<file path="src/rtl/game_pkg.sv">
// Shared types for the counter game: FSM states, counter modes and "who ended it" codes.
package game_pkg;

  typedef enum logic [1:0] {
    IDLE = 2'd0,
    PLAY = 2'd1,
    OVER = 2'd2
  } game_state_t;

  typedef enum logic [1:0] {
    CTRL_INC     = 2'b00,
    CTRL_INC_BIG = 2'b01,
    CTRL_DEC     = 2'b10,
    CTRL_DEC_BIG = 2'b11
  } ctrl_mode_t;

  localparam logic [1:0] WHO_NONE   = 2'b00;
  localparam logic [1:0] WHO_LOSER  = 2'b01;
  localparam logic [1:0] WHO_WINNER = 2'b10;

endpackage

</file>
<file path="src/rtl/mode_counter.sv">
// Wrapping up/down play counter with unit or large step; exposes next value for arrival scoring.
module mode_counter
  import game_pkg::*;
#(
  parameter int unsigned COUNTER_SIZE = 4,
  parameter int unsigned STEP_BIG     = 2
) (
  input  logic                    clk,
  input  logic                    reset_n,
  input  logic                    load,
  input  logic [COUNTER_SIZE-1:0] load_val,
  input  logic                    en,
  input  logic [1:0]              control,
  output logic [COUNTER_SIZE-1:0] count,
  output logic [COUNTER_SIZE-1:0] nxt
);

  localparam logic [COUNTER_SIZE-1:0] STEP_ONE = COUNTER_SIZE'(1);
  localparam logic [COUNTER_SIZE-1:0] STEP_LG  = COUNTER_SIZE'(STEP_BIG);

  ctrl_mode_t mode;

  // Modulo-2**N arithmetic wraps naturally in both directions
  always_comb begin
    mode = ctrl_mode_t'(control);
    nxt  = count + STEP_ONE;
    case (mode)
      CTRL_INC:     nxt = count + STEP_ONE;
      CTRL_INC_BIG: nxt = count + STEP_LG;
      CTRL_DEC:     nxt = count - STEP_ONE;
      CTRL_DEC_BIG: nxt = count - STEP_LG;
    endcase
  end

  always_ff @(posedge clk or negedge reset_n) begin
    if (!reset_n) begin
      count <= '0;
    end else if (load) begin
      count <= load_val;
    end else if (en) begin
      count <= nxt;
    end
  end

endmodule

</file>
<file path="src/rtl/game_state_gen2.sv">
// Counter-game status: play FSM, saturating win/loss scores and latched game-over.
module game_state_gen2
  import game_pkg::*;
#(
  parameter int unsigned COUNTER_SIZE = 4,
  parameter int unsigned SCORE_SIZE   = 4,
  parameter int unsigned WIN_LIMIT    = 15,
  parameter int unsigned LOSE_LIMIT   = 15,
  parameter int unsigned STEP_BIG     = 2
) (
  input  logic                    clk,
  input  logic                    reset_n,
  input  logic                    en,
  input  logic [1:0]              control,
  input  logic                    init,
  input  logic [COUNTER_SIZE-1:0] i_value,
  input  logic                    restart,
  output logic [COUNTER_SIZE-1:0] count,
  output logic                    win,
  output logic                    los,
  output logic [SCORE_SIZE-1:0]   wins,
  output logic [SCORE_SIZE-1:0]   losses,
  output logic [1:0]              who,
  output logic                    gameover
);

  localparam logic [COUNTER_SIZE-1:0] CNT_MAX   = '1;
  localparam logic [SCORE_SIZE-1:0]   SCORE_MAX = '1;
  localparam logic [SCORE_SIZE-1:0]   WIN_LIM   = SCORE_SIZE'(WIN_LIMIT);
  localparam logic [SCORE_SIZE-1:0]   LOSE_LIM  = SCORE_SIZE'(LOSE_LIMIT);

  if (WIN_LIMIT < 1 || WIN_LIMIT > (2**SCORE_SIZE) - 1) begin : g_bad_win_limit
    $error("game_state_gen2: WIN_LIMIT out of range");
  end
  if (LOSE_LIMIT < 1 || LOSE_LIMIT > (2**SCORE_SIZE) - 1) begin : g_bad_lose_limit
    $error("game_state_gen2: LOSE_LIMIT out of range");
  end
  if (STEP_BIG < 1 || STEP_BIG > (2**COUNTER_SIZE) - 1) begin : g_bad_step
    $error("game_state_gen2: STEP_BIG out of range");
  end

  game_state_t               state;
  logic                      do_load;
  logic                      do_count;
  logic [COUNTER_SIZE-1:0]   load_val;
  logic [COUNTER_SIZE-1:0]   nxt;
  logic                      arrive_max;
  logic                      arrive_zero;
  logic [SCORE_SIZE-1:0]     wins_inc;
  logic [SCORE_SIZE-1:0]     losses_inc;

  // restart beats init beats counting; OVER ignores init and freezes the counter
  always_comb begin
    do_load     = restart || (init && (state != OVER));
    load_val    = restart ? '0 : i_value;
    do_count    = (state == PLAY) && en && !init && !restart;
    arrive_max  = do_count && (nxt == CNT_MAX) && (nxt != count);
    arrive_zero = do_count && (nxt == '0) && (nxt != count);
    wins_inc    = (wins == SCORE_MAX) ? wins : wins + 1'b1;
    losses_inc  = (losses == SCORE_MAX) ? losses : losses + 1'b1;
  end

  mode_counter #(
    .COUNTER_SIZE(COUNTER_SIZE),
    .STEP_BIG    (STEP_BIG)
  ) u_mode_counter (
    .clk     (clk),
    .reset_n (reset_n),
    .load    (do_load),
    .load_val(load_val),
    .en      (do_count),
    .control (control),
    .count   (count),
    .nxt     (nxt)
  );

  always_ff @(posedge clk or negedge reset_n) begin
    if (!reset_n) begin
      state    <= IDLE;
      wins     <= '0;
      losses   <= '0;
      who      <= WHO_NONE;
      gameover <= 1'b0;
    end else if (restart) begin
      state    <= IDLE;
      wins     <= '0;
      losses   <= '0;
      who      <= WHO_NONE;
      gameover <= 1'b0;
    end else if (init && (state != OVER)) begin
      state  <= PLAY;
      wins   <= '0;
      losses <= '0;
      who    <= WHO_NONE;
    end else if (arrive_max) begin
      wins <= wins_inc;
      if (wins_inc == WIN_LIM) begin
        state    <= OVER;
        who      <= WHO_WINNER;
        gameover <= 1'b1;
      end
    end else if (arrive_zero) begin
      losses <= losses_inc;
      if (losses_inc == LOSE_LIM) begin
        state    <= OVER;
        who      <= WHO_LOSER;
        gameover <= 1'b1;
      end
    end
  end

  assign win = (count == CNT_MAX) && (state != IDLE);
  assign los = (count == '0) && (state != IDLE);

endmodule

</file>
<file path="config.mk">
export PLATFORM = sky130hd
export DESIGN_NAME = game_state_gen2
export DESIGN_NICKNAME = d
export VERILOG_FILES = /design/src/rtl/game_pkg.sv /design/src/rtl/mode_counter.sv /design/src/rtl/game_state_gen2.sv
export SDC_FILE = /design/constraint.sdc
export NUM_CORES = 1
export LEC_CHECK = 0
export CORE_ASPECT_RATIO = 2
export CORE_MARGIN = 3
export CORE_UTILIZATION = 51
export CTS_CLUSTER_DIAMETER = 80
export DETAILED_ROUTE_END_ITERATION = 12
export PLACE_DENSITY = 0.86
export SLEW_MARGIN = 5
export SYNTH_ARGS = -nofsm -noshare
export SYNTH_HDL_FRONTEND = slang
export SYNTH_SLANG_ARGS = --single-unit
export TNS_END_PERCENT = 1
</file>
<file path="constraint.sdc">
create_clock -name clk -period 3.1 [get_ports clk]
set_clock_uncertainty 0.2 [all_clocks]
set_input_delay 0.93 -clock clk [delete_from_list [all_inputs] [get_ports clk]]
set_output_delay 0.93 -clock clk [all_outputs]
set_load 0.005 [all_outputs]
</file>
==> impl_results.md, run 1 <==
* Final net count at 212
* Crit-path max FO at 3
* FP Rows at 25
* Fmax at 0.3341 GHz
* Most used DFF post-synth: dfrtp_1
* Worst r2r src: u_mode_counter.count[1]$_DFFE_PN0P_
* Reg-to-Reg End: who[0]$_DFFE_PN0P_
* Data arrival, critical path at 2.97 ns
* WP data required at 3.07 ns
* Largest net degree at the start of global routing at 18
* Final non-filler cell total at 223
* FF-to-FF setup slack at 0.54 ns
* Share of layout cells above drive strength 1 at 26.02%
* Die width at 42.35 um
* Fin. max-slew vios at 0
* Yosys top cell area share at 31.57%
* Final Setup Violations at 0
* Worst Setup End Kind: flop
* Io pins at 28
* ANT cells at 0
* Final Wtd Congestion at 0.9989
* H-Tree Depth at 1
* Clk_lat worst skew at 0.26 ns
* Final Cycle Share at 96.54%
* Drt total wl at 3987 um
* Die Footprint at 3332 um^2
* Cells after Synth at 146
* First drt pass iteration count at 4
* TritonCTS clock tree: built
* Num CTS Buffers at 3
* PortBufs at 27
* Placed cells at 217
* Path type of the worst min-delay path: reg -> reg
* Status: finished, final reports clean
* Syn Area/Cell at 9.230 um^2
* Pre-CTS WS at -0.4406 ns
* Wire per inst at 17.88 um
* All-layer global routing usage at 25.36%
* Kind of critical path: in -> reg
* Synthesized area at 1348 um^2
* WHS at 0.3341 ns
* Layout Area Growth over Synthesis at 43.73%
* DRT antenna net count at 0
* Final hold viol count at 0
* Pleak at 0.7960 nW
* Total power at 0.5713 mW
* Vias at 1422
* Post-synth EDFFs at 0
* CTS Root Buffer Type: clkbuf_8
* Max_cap viols at 0
* Initial antenna violation count at 0
* Synth area leader: dfrtp_1
* Post-Syn Nets at 161
* Worst slew pin tran at 0.7686 ns
* Residual DRC at 0
* Vias in the first global route at 1514
* Min Clock Period, post-route at 2.993 ns
* Slew HR at 48.60%
* Worst Hold End: who[0]$_DFFE_PN0P_
* Core area at 2440 um^2
* Setup crit start kind: primary input
* Max Root-Sink Buffers at 2
* Hold_buf cts at 0
* Clk pin slew, worst setup/hold paths at 0.07 ns
* Seq/Total Area, Yosys at 31.57%
* Initial Util at 55.23%
* Synthesis Warnings at 0
* Global-route wire length before repair at 6720 um
* Hold Crit Depth at 1
* Setup TNS at 0 ns
* Async SR Flop Fraction at 100.0%
* PnR worst setup slack at 0.1073 ns
* RSZ-0062 raised after global routing: false
* Power Density at 294.9 nW/um^2
* Seq cells post-synth at 17
* Count leader, synth: dfrtp_1
* Hold Startpoint: who[0]$_DFFE_PN0P_
* Drt initial violations at 46
* Clock Sinks at 17
* Largest cells by area after synthesis: dfrtp_1 32%, a31oi_1 3.7%, nor2_1 3.6%, nand4b_4 3.5%, a211oi_1 3.3%
* Via density at 6.377
* Commonest cells in the synthesized netlist: 17 x dfrtp_1, 13 x nor2_1, 8 x a31oi_1
* Number of distinct library cells after synthesis at 54
* Die Ht at 78.70 um
* Worst vdd ir at 0.2785 mV
* Cells on worst reg2reg path at 9
* Grt total ovfl at 0
* Placed wire-length estimate at 3076 um
==> power breakdown <==
group / internal (mW) / switching, mW / total [mW]
Combinational: 0.0855 / 0.0800 / 0.166
Sequential: 0.227 / 0.00666 / 0.233
Clock: 0.0906 / 0.0818 / 0.172
==> kinds of logic (layout without fill, tap and decap cells) <==
kind of cell | Yosys count | in the layout | synth area share, %
simple gates | 69 | 69 | 35.19
compound gates | 36 | 36 | 19.59
flops | 17 | 17 | 31.57
buf+inv | 13 | 63 | 4.549
xor+xnor | 5 | 5 | 3.250
fa+ha+maj | 4 | 4 | 4.271
mux | 2 | 2 | 1.578
==> sequential cells by signal (all words and copies together), names as in the netlist <==
name / cells
state: 2
gameover: 1
who: 2
wins: 4
losses: 4
u_mode_counter.count: 4
==> how the worst max path moves through the flow <==
stage                from                     to  slack [ns]  cells after the start
5_1_grt        control[1]  losses[0]$_DFFE_PN0P_       0.002                      8
6_report       control[1]  losses[0]$_DFFE_PN0P_        0.11                      8
3_5_place_dp   control[0]    wins[1]$_DFFE_PN0P_       -0.44                      9
2_1_floorplan  control[0]    wins[1]$_DFFE_PN0P_       -0.07                     10
3_3_place_gp   control[0]    wins[3]$_DFFE_PN0P_       -0.42                      9
4_1_cts        control[0]    wins[1]$_DFFE_PN0P_       0.007                     11
==> cell usage in the layout (no fill, tap or decap), drive strengths merged, types with 4 or more instances in the layout <==
master and n:
nor2 13, nand2 7, dfrtp 17, xnor2 4, a21oi 4, nand4b 5, nor3b 4, inv 6
buf 26, nand3 4, a211oi 6, clkdlybuf4s50 25, o211ai 5, and3 6, a31oi 9
==> metal layers <==
layer	GRT usage, %	wire length, um	vias up
li1	-	-	661
met1	26.23	1405	701
met2	48.78	2322	52
met3	3.175	175	8
met4	10.59	85	0
met5	0	0	-
==> what timing repair did <==
action	in CTS	in global routing
pin swaps	2	5
resized for setup	3	5
endpoints found under the setup margin	14	11
setup buffers	1	1
==> per-stage QoR <==
stage | area (um^2) | utilization (%)
after floorplan | 1406 | -
after global placement | 1836 | 75.23
after detailed placement | 1836 | 75.23
after CTS | 1907 | 78.15
after global routing | 1937 | 79.38
final | 1937 | 79.38
==> critical path, stage by stage <==
cell           delay (ns)
dlygate4sd2_1        0.27
and2_1               0.18
fa_1                 0.40
xnor2_2              0.16
mux2_2               0.28
nand4b_4             0.10
or4_1                0.48
a21oi_1              0.17
==> cell type report <==
| class | instances | area (um^2) |
|---|---|---|
| flip-flops and latches | 17 | 425.4 |
| clock inverters | 1 | 7.507 |
| multi-input cells | 116 | 929.6 |
| repair buffers | 53 | 476.7 |
| well taps | 27 | 33.78 |
| clock buffers | 3 | 41.29 |
| fillers | 170 | 503.0 |
| inverters | 6 | 22.52 |
(Power assumes the default switching activity.)
==> run 2, diff against run 1 <==
--- a/config.mk
+++ b/config.mk
@@ -8,3 +8,2 @@
 export CORE_ASPECT_RATIO = 2
-export CORE_MARGIN = 3
 export CORE_UTILIZATION = 51
--- a/constraint.sdc
+++ b/constraint.sdc
@@ -4,2 +4,2 @@
 set_output_delay 0.93 -clock clk [all_outputs]
-set_load 0.005 [all_outputs]
+set_load 0.1 [all_outputs]
==> run 2 against run 1 <==
Effect of this change:
- routed wire length is 9.2% lower
- non-clock buffer count is 9 lower
- sequential share of layout area is 1.1 points higher
- worst hold slack worse by 0.016 ns
- design area is 3.9% lower
- sequential power is 4% higher
- final cell count is 3.6% lower
- critical endpoint is now wins[3]$_DFFE_PN0P_
- largest power group unchanged
- highest routed layer unchanged
==> impl_results.md, run 2 (synthesized netlist as in run 1, its figures left out) <==
* Die Footprint at 2864 um^2
* Worst slew pin tran at 0.7832 ns
* Grt total ovfl at 0
* Vias in the first global route at 1406
* Pleak at 0.7796 nW
* Status: finished, final reports clean
* Crit-path max FO at 7
* First drt pass iteration count at 4
* Fin. max-slew vios at 0
* Cells on worst reg2reg path at 7
* Final net count at 203
* Share of layout cells above drive strength 1 at 33.16%
* H-Tree Depth at 1
* Num CTS Buffers at 3
* Clk_lat worst skew at 0.26 ns
* Path type of the worst min-delay path: reg -> reg
* Filler Cell Count at 189
* Routed wl met2 at 2071 um
* Min Clock Period, post-route at 3.020 ns
* Kind of critical path: in -> reg
* Residual DRC at 0
* WHS at 0.3176 ns
* Biggest regs: losses (4), u_mode_counter.count (4), wins (4)
* PnR worst setup slack at 0.07995 ns
* Placed wire-length estimate at 2810 um
* Largest net degree at the start of global routing at 18
* CP top delay family: simple AND/OR/NAND/NOR gates
* Via density at 6.391
* Top Layer Used: met4
* WP data required at 3.02 ns
* DRT antenna net count at 0
* Vias at 1374
* Most frequent cells in the layout: 31 x buf_4, 14 x dfrtp_1, 12 x nor2_1, 8 x a31oi_1, 8 x clkdlybuf4s50_1
* Slew HR at 47.62%
* Die width at 38.35 um
* Drt total wl at 3622 um
* Cell Chain, Critical Path: dlygate4sd2_1 > nand2b_4 > xnor2_2 > ha_2 > nor2b_4 > or4b_4 > a31oi_4 > and2_4 > a211oi_1
* Clock Sinks at 17
* WP buf/inv at 1
* Final Setup Violations at 0
* Data arrival, critical path at 2.94 ns
* Stages on worst setup path at 9
* M1 WL at 1366 um
* Final Wtd Congestion at 0.9263
* Layout Area Growth over Synthesis at 38.16%
* Core area at 2537 um^2
* Max_cap viols at 0
* Wire per inst at 16.85 um
* ANT cells at 0
* Routed wl met3 at 99 um
* Initial antenna violation count at 0
* TritonCTS clock tree: built
* Worst vdd ir at 0.3080 mV
* All-layer global routing usage at 29.25%
* Pre-CTS WS at -0.4444 ns
* Initial Util at 53.11%
* Post-CTS setup buffers at 0
* Most common cell after layout, fill and taps aside: buf_4
* Worst Setup End Kind: flop
* Final Cycle Share at 97.42%
* Clk pin slew, worst setup/hold paths at 0.07 ns
* Fmax at 0.3311 GHz
* Die Ht at 74.70 um
* Crit path max-delay cell type: or4b_4
* CTS Root Buffer Type: clkbuf_8
* Final hold viol count at 0
* FP Rows at 26
* Drt initial violations at 35
* Slowest stage delay, CP at 0.51 ns
* Io pins at 28
* Power Density at 324.9 nW/um^2
* PortBufs at 27
* Hold Crit Depth at 1
* Global-route wire length before repair at 6030 um
* Total power at 0.6049 mW
* RSZ-0062 raised after global routing: true
* Max Root-Sink Buffers at 2
* Setup crit start kind: primary input
run 2: stage by stage:
stage	TNS [ns]	instance area, um^2	utilization [%]	std cells
floorplan	-0.6057	1429	-	146
finish	0	1862	73.37	215
global route	-0.01913	1862	73.37	215
global placement	-4.962	1802	71.01	211
detailed placement	-5.595	1802	71.01	211
CTS	0	1848	72.83	215
run 2: per-layer routing:
layer | track usage (%) | vias to the layer above
li1 | - | 650
met1 | 30.37 | 679
met2 | 54.80 | 36
met3 | 3.245 | 9
met4 | 14.18 | 0
met5 | 0 | -
run 2: path summary, 6_finish.rpt:
| check | slack (ns) | start | endpoint |
|---|---|---|---|
| setup reg to reg | 0.61 | u_mode_counter.count[1]$_DFFE_PN0P_ | wins[3]$_DFFE_PN0P_ |
| max in group asynchronous | 1.24 | reset_n | u_mode_counter.count[0]$_DFFE_PN0P_ |
| min in group asynchronous | 0.93 | reset_n | wins[1]$_DFFE_PN0P_ |
| hold reg to reg | 0.32 | who[0]$_DFFE_PN0P_ | who[0]$_DFFE_PN0P_ |
| setup / recovery | 0.08 | control[0] | wins[3]$_DFFE_PN0P_ |
| hold / removal | 0.32 | who[0]$_DFFE_PN0P_ | who[0]$_DFFE_PN0P_ |
run 2: timing repair:
item                       in CTS  in global routing
hold buffers                    0                  0
resized for setup               2                  3
setup endpoints to repair      14                 13
pin swaps                       4                  4
cloned                          0                  0
run 2: area by class of cell:
class / count / area, um^2 / area share [%]
clock buffer: 3 / 41.29 / 2.218
clock inverter: 1 / 7.507 / 0.4032
inverter: 6 / 22.52 / 1.210
multi-input combinational: 116 / 935.9 / 50.27
sequential: 17 / 429.2 / 23.05
tap: 28 / 35.03 / 1.882
timing repair buffer: 44 / 390.4 / 20.97
run 2: power breakdown:
| part | internal (mW) | switching (mW) | total [mW] |
|---|---|---|---|
| clock network | 0.0907 | 0.0814 | 0.172 |
| registers | 0.227 | 0.0145 | 0.242 |
| logic | 0.0836 | 0.108 | 0.191 |
